**src/rtl/tartaruga_pkg.sv**
```systemverilog
// Shared exe-stage constants and types used by the issue scoreboard and decode/exe glue.
package tartaruga_pkg;

  localparam int unsigned MAX_EXE_STAGES = 4;
  localparam int unsigned WB_DELAY       = 2;
  localparam int unsigned NUM_REGS       = 32;

  localparam int unsigned LAT_W = $clog2(MAX_EXE_STAGES + 1);
  localparam int unsigned CNT_W = $clog2(MAX_EXE_STAGES + WB_DELAY + 1);
  localparam int unsigned OCC_W = MAX_EXE_STAGES - 1;

  typedef logic [LAT_W-1:0] exe_lat_t;
  typedef logic [CNT_W-1:0] sb_cnt_t;
  typedef logic [4:0]       reg_addr_t;

  typedef struct packed {
    logic      valid;
    exe_lat_t  lat;
    logic      we;
    reg_addr_t rd;
    logic      rs1_use;
    reg_addr_t rs1;
    logic      rs2_use;
    reg_addr_t rs2;
  } scoreboard_req_t;

  // A zero latency is illegal; it is issued as a single-cycle op.
  function automatic exe_lat_t sanitize_lat(exe_lat_t lat);
    return (lat == '0) ? exe_lat_t'(1) : lat;
  endfunction

endpackage

```
**src/rtl/exe_scoreboard_if.sv**
```systemverilog
// Decode-to-scoreboard issue handshake: request bundle, flush, and the stall/accept answer.
interface exe_scoreboard_if;
  import tartaruga_pkg::*;

  scoreboard_req_t req;
  logic            flush;
  logic            stall;
  logic            accept;

  modport master (
    output req,
    output flush,
    input  stall,
    input  accept
  );

  modport slave (
    input  req,
    input  flush,
    output stall,
    output accept
  );

endinterface

```
**src/rtl/wb_port_reserver.sv**
```systemverilog
// Tracks future ownership of the single exe result port; bit k means "owned at cycle now+k".
module wb_port_reserver
  import tartaruga_pkg::*;
(
  input  logic     clk_i,
  input  logic     rstn_i,
  input  exe_lat_t lat_i,
  input  logic     accept_i,
  output logic     collide_o,
  output logic     busy_o
);

  logic [OCC_W-1:0] occ_q, occ_d;

  // The deepest latency maps past the top slot, so it can never collide.
  always_comb begin
    collide_o = 1'b0;
    for (int k = 0; k < int'(OCC_W); k++) begin
      if (int'(lat_i) == k + 1) begin
        collide_o = occ_q[k];
      end
    end
  end

  always_comb begin
    occ_d = occ_q >> 1;
    if (accept_i) begin
      for (int k = 0; k < int'(OCC_W); k++) begin
        if (int'(lat_i) == k + 2) begin
          occ_d[k] = 1'b1;
        end
      end
    end
  end

  assign busy_o = |occ_q;

  always_ff @(posedge clk_i or negedge rstn_i) begin
    if (!rstn_i) begin
      occ_q <= '0;
    end else begin
      occ_q <= occ_d;
    end
  end

endmodule

```
**src/rtl/exe_scoreboard.sv**
```systemverilog
// Issue-side scoreboard: stalls decode on RAW/WAW hazards and exe result-port collisions.
module exe_scoreboard
  import tartaruga_pkg::*;
(
  input  logic                clk_i,
  input  logic                rstn_i,
  exe_scoreboard_if.slave     sb_if,
  output logic [NUM_REGS-1:0] pending_o,
  output logic                busy_o
);

  scoreboard_req_t req;
  exe_lat_t        lat_eff;
  logic            raw, waw, port_collide, port_busy;
  logic            stall, accept;

  sb_cnt_t cnt_q [1:NUM_REGS-1];
  sb_cnt_t cnt_d [1:NUM_REGS-1];

  assign req     = sb_if.req;
  assign lat_eff = sanitize_lat(req.lat);

  // x0 is never tracked, so its pending bit stays low and x0 operands never stall.
  always_comb begin
    pending_o = '0;
    for (int r = 1; r < int'(NUM_REGS); r++) begin
      pending_o[r] = (cnt_q[r] != '0);
    end
  end

  assign raw = (req.rs1_use & pending_o[req.rs1]) | (req.rs2_use & pending_o[req.rs2]);
  assign waw = req.we & (req.rd != '0) & pending_o[req.rd];

  wb_port_reserver u_port (
    .clk_i     (clk_i),
    .rstn_i    (rstn_i),
    .lat_i     (lat_eff),
    .accept_i  (accept),
    .collide_o (port_collide),
    .busy_o    (port_busy)
  );

  assign stall  = req.valid & (raw | waw | port_collide);
  assign accept = req.valid & ~stall & ~sb_if.flush;

  assign sb_if.stall  = stall;
  assign sb_if.accept = accept;
  assign busy_o       = (|pending_o) | port_busy;

  // The new count overrides the decrement; WAW stall guarantees rd was idle.
  always_comb begin
    for (int r = 1; r < int'(NUM_REGS); r++) begin
      cnt_d[r] = (cnt_q[r] != '0) ? cnt_q[r] - sb_cnt_t'(1) : '0;
      if (accept && req.we && (req.rd == reg_addr_t'(r))) begin
        cnt_d[r] = sb_cnt_t'(lat_eff) + sb_cnt_t'(WB_DELAY);
      end
    end
  end

  always_ff @(posedge clk_i or negedge rstn_i) begin
    if (!rstn_i) begin
      for (int r = 1; r < int'(NUM_REGS); r++) begin
        cnt_q[r] <= '0;
      end
    end else begin
      for (int r = 1; r < int'(NUM_REGS); r++) begin
        cnt_q[r] <= cnt_d[r];
      end
    end
  end

endmodule

```
**src/flat_wrapper.sv**
```systemverilog
// flat-port wrapper written by rule: the top's interface ports become plain ports
module exe_scoreboard_flat import tartaruga_pkg::*;
  (clk_i, rstn_i, pending_o, busy_o, sb_if_req, sb_if_flush, sb_if_stall, sb_if_accept);
  exe_scoreboard_if sb_if_i ();
  input  logic clk_i;
  input  logic rstn_i;
  output logic [NUM_REGS-1:0] pending_o;
  output logic busy_o;
  input wire logic [$bits(sb_if_i.req)-1:0] sb_if_req;
  input wire logic [$bits(sb_if_i.flush)-1:0] sb_if_flush;
  output wire logic [$bits(sb_if_i.stall)-1:0] sb_if_stall;
  output wire logic [$bits(sb_if_i.accept)-1:0] sb_if_accept;
  assign sb_if_i.req = sb_if_req;
  assign sb_if_i.flush = sb_if_flush;
  assign sb_if_stall = sb_if_i.stall;
  assign sb_if_accept = sb_if_i.accept;
  exe_scoreboard u_core (.clk_i(clk_i), .rstn_i(rstn_i), .sb_if(sb_if_i), .pending_o(pending_o), .busy_o(busy_o));
endmodule
```
**config.mk**
```make
export PLATFORM = sky130hd
export DESIGN_NAME = exe_scoreboard_flat
export DESIGN_NICKNAME = d
export VERILOG_FILES = /design/src/rtl/tartaruga_pkg.sv /design/src/rtl/exe_scoreboard_if.sv /design/src/rtl/wb_port_reserver.sv /design/src/rtl/exe_scoreboard.sv /design/src/flat_wrapper.sv
export SDC_FILE = /design/constraint.sdc
export NUM_CORES = 1
export LEC_CHECK = 0
export CAP_MARGIN = 0
export CORE_ASPECT_RATIO = 0.75
export CORE_MARGIN = 1.5
export CORE_UTILIZATION = 46
export CTS_BUF_LIST = sky130_fd_sc_hd__clkbuf_16
export CTS_CLUSTER_SIZE = 28
export DETAILED_ROUTE_END_ITERATION = 12
export PLACE_DENSITY = 0.75
export RECOVER_POWER = 100
export SETUP_SLACK_MARGIN = 0.1
export SYNTH_ARGS = -nofsm -noshare
export SYNTH_HDL_FRONTEND = slang
export SYNTH_SLANG_ARGS = --single-unit
```
**constraint.sdc**
```tcl
create_clock -name clk_i -period 6.2 [get_ports clk_i]
set_clock_uncertainty 0.1 [all_clocks]
set_input_delay 0.62 -clock clk_i [delete_from_list [all_inputs] [get_ports clk_i]]
set_output_delay 0.62 -clock clk_i [all_outputs]
set_load 0.02 [all_outputs]
```
==> metrics.md <==
| Metric | Value |
|---|---|
| CP arrival | `between 5 and 6 ns` |
| Number of diodes | `0` |
| Half-perimeter wire length after placement | `approximately 12 mm` |
| Most used DFF post-synth | `dfrtp_1` |
| Setup tns final | `0 ns` |
| Grt total ovfl | `0` |
| Worst hold stages | `2` |
| CP peak stage delay | `1.28 ns` |
| Initial antenna violation count | `0` |
| Die H | `slightly below 100 um` |
| Hold bufs inserted after CTS | `0` |
| Yosys reg bits | `96` |
| Number of buffers added on ports | `a little under 60` |
| Die W | `127.5 um` |
| Final setup fails | `0` |
| Share of the synthesized area in the top cell type | `0.4494` |
| Hold path startpoint | `u_core.u_port.occ_q[2]` |
| Post-Synthesis Cells | `560` |
| Core area | `~11000 um^2` |
| Placer Congestion | `~0.92` |
| Failing checks | `capacitance limit, slew limit` |
| Die Area | `~12000 um^2` |
| Buffer count from post-CTS setup fixing | `0` |
| Hold Path Class | `reg -> reg` |
| Area of the multi-input gates | `between 2000 and 3000 um^2` |
| CTS tree | `done` |
| CP max FO | `39` |
| P_leak | `2.827 nW` |
| Clock Sinks | `96` |
| H-Tree Depth | `3` |
| R2R Path Start | `u_core.cnt_q[1]` |
| Placed insts | `737` |
| Routed WL | `around 17 mm` |
| Design Power | `roughly 1.8 mW` |
| Synth warn | `0` |
| Syn_nets | `slightly below 600` |
| Vias in the first global route | `~4.6k` |
| Register area | `about 2400 um^2` |
| Final nets | `approximately 630` |
| Max-slew violations | `88` |
| RR Endpoint | `u_core.cnt_q[51]` |
| Routed len/inst | `about 22 um` |
| First-pass GRT wire length | `26.07 mm` |
| Hold Slack | `approximately 0.42 ns` |
| Root Buffer | `clkbuf_16` |
| Max_cap viols | `2` |
| Worst r2r path cells | `8` |
| Clk slew on worst S/H paths | `0.07 ns` |
| Area grow syn2layout | `17.86%` |
| Reg2reg setup slack | `about 1.2 ns` |
| RSZ-0062 raised after global routing | `no` |
| Final instance area | `about 6300 um^2` |
| Site Rows | `33` |
| Hold Path End | `u_core.u_port.occ_q[1]` |
| Critical Path Sink Type | `flop` |
| Top cells by area, synth | `dfrtp_1 (45%), o21ai_0 (6.9%), nor3b_1 (4.6%)` |
| Final non-filler cell total | `approximately 750` |
| Area leader, netlist | `dfrtp_1` |
| Post-cts resize count | `0` |
| Initial DRC count | `416` |
| Via count | `approximately 5.0k` |
| Final hold vios | `0` |
| Post-synth EDFFs | `0` |
| Routed Antenna Nets | `0` |
| Max VDD drop | `about 0.16 mV` |
| Required @ worst endpoint | `between 6 and 7 ns` |
| Synth unique cells | `between 50 and 60` |
| Transition time of the tightest slew-check pin | `~2.5 ns` |
| Crit Path Class | `in -> reg` |
| Syn Area/Cell | `approximately 9.5 um^2` |
| Most instantiated cells after synthesis | `dfrtp_1 (96), o21ai_0 (74), inv_1 (36)` |
| Largest net degree at the start of global routing | `51` |
| Placed Area | `around 6000 um^2` |
| Average via count per standard cell | `6.600` |
| Worst path slowest cell | `nand3_1` |
| # IOs | `60` |
| DRC violations left | `0` |
| Outcome | `complete, but fails checks` |
| Mapped cell area | `roughly 5300 um^2` |
| CTS Buf Count | `9` |
| Seq/Total Area, Yosys | `0.4494` |
| Fillers | `just under 1k` |
| Crit path cell chain | `dlygate4sd3_1 > or4b_2 > o2111a_1 > nor4_1 > a311oi_1 > nor4_4 > nand3_1 > o32ai_1` |
| CP startpoint kind | `input port` |
| Fmax achieved | `0.1910 GHz` |
| Most common cell in the netlist | `dfrtp_1` |
| Crit. Startpoint | `sb_if_req[8]` |
| PwrDens | `~290 nW/um^2` |
| Slew headroom | `-0.6886` |
| Post-route minimum period | `5.235 ns` |
| Final period utilization | `0.8443` |
| Clk buf depth | `2` |
| Clock latency at the later pin of the worst-skew pair | `0.34 ns` |
| Asr flop ratio synth | `1.000` |
| Layout cells sized above 1 | `0.07341` |
| DR pass1 iterations | `5` |
| GRT Total Usage | `0.2847` |
| Effective utilization at floorplan | `0.4812` |
layer usage:
| metal | vias to the layer above | share of wire | global-route usage |
|---|---|---|---|
| met2 | 268 | 0.43 | 0.4243 |
| met4 | 0 | 0.017 | 0.07765 |
| met3 | 24 | 0.10 | 0.09005 |
| met5 | - | 0 | 0 |
| li1 | 2277 | - | - |
| met1 | 2401 | 0.45 | 0.4006 |
metrics by stage:
step                      worst slack, ns    util
final                              0.9652  0.5672
after detailed placement            1.432  0.5441
after CTS                           1.441  0.5728
after floorplan                     2.846       -
after global placement              1.560  0.5441
after global routing               0.7431  0.5672
power breakdown:
| part | internal (mW) | total, mW | switching, mW |
|---|---|---|---|
| Clock | 0.355 | 0.602 | 0.247 |
| Sequential | 0.665 | 0.721 | 0.0560 |
| Combinational | 0.180 | 0.484 | 0.304 |
| Total | 1.20 | 1.81 | 0.607 |
sequential cells by signal (all words and copies together) (netlist names):
signal               cells
u_core.cnt_q            93
u_core.u_port.occ_q      3
worst max-delay path: cells and delay by family:
kind                   cells  cell delay [ns]
buffers and inverters      1             1.04
AOI/OAI and AO/OA          3             1.09
and+or+nand+nor            4             2.57
cells by family (layout without fill, tap and decap cells):
family	count (synthesis)	in the layout	share of synthesized area
simple gates	180	180	0.2076
compound gates	199	199	0.2449
mux	13	13	0.04307
buf+inv	69	122	0.05103
xor+xnor	2	2	0.003278
other cells	1	1	0.0007016
flops	96	96	0.4494
worst max path at each step:
stage / slack [ns] / cells past startpoint / to
6_report: 0.97 / 8 / u_core.cnt_q[51]
5_1_grt: 0.74 / 8 / u_core.cnt_q[75]
4_1_cts: 1.44 / 9 / sb_if_stall
3_5_place_dp: 1.43 / 8 / u_core.cnt_q[57]
3_3_place_gp: 1.56 / 9 / sb_if_accept
2_1_floorplan: 2.85 / 9 / sb_if_accept
final cells by class:
type | count | area share
clock inverter | 7 | 0.01490
tap | 140 | 0.02781
multi-input combinational | 395 | 0.4157
sequential | 96 | 0.3813
clock buffer | 9 | 0.03575
inverter | 40 | 0.02383
timing repair buffer | 66 | 0.1007
layout by cell type (no fill, tap or decap), drive strengths merged, types with 3 or more instances in the layout:
cell	synthesis	routed
a2111oi	9	9
a211oi	7	7
a21oi	32	32
and2	3	3
buf	6	8
clkbuf	23	10
clkdlybuf4s50	0	26
dfrtp	96	96
dlygate4sd3	0	31
inv	40	43
mux2i	5	5
mux4	8	8
nand2	21	21
nand2b	7	7
nand3	13	13
nand3b	3	3
nand4	9	9
nor2	10	10
nor2b	5	5
nor3	36	36
nor3b	33	33
nor4	24	24
nor4b	9	9
o21ai	74	74
o22ai	19	19
o31ai	28	28
o32ai	13	13
o41ai	5	5
(Power assumes the default switching activity.)
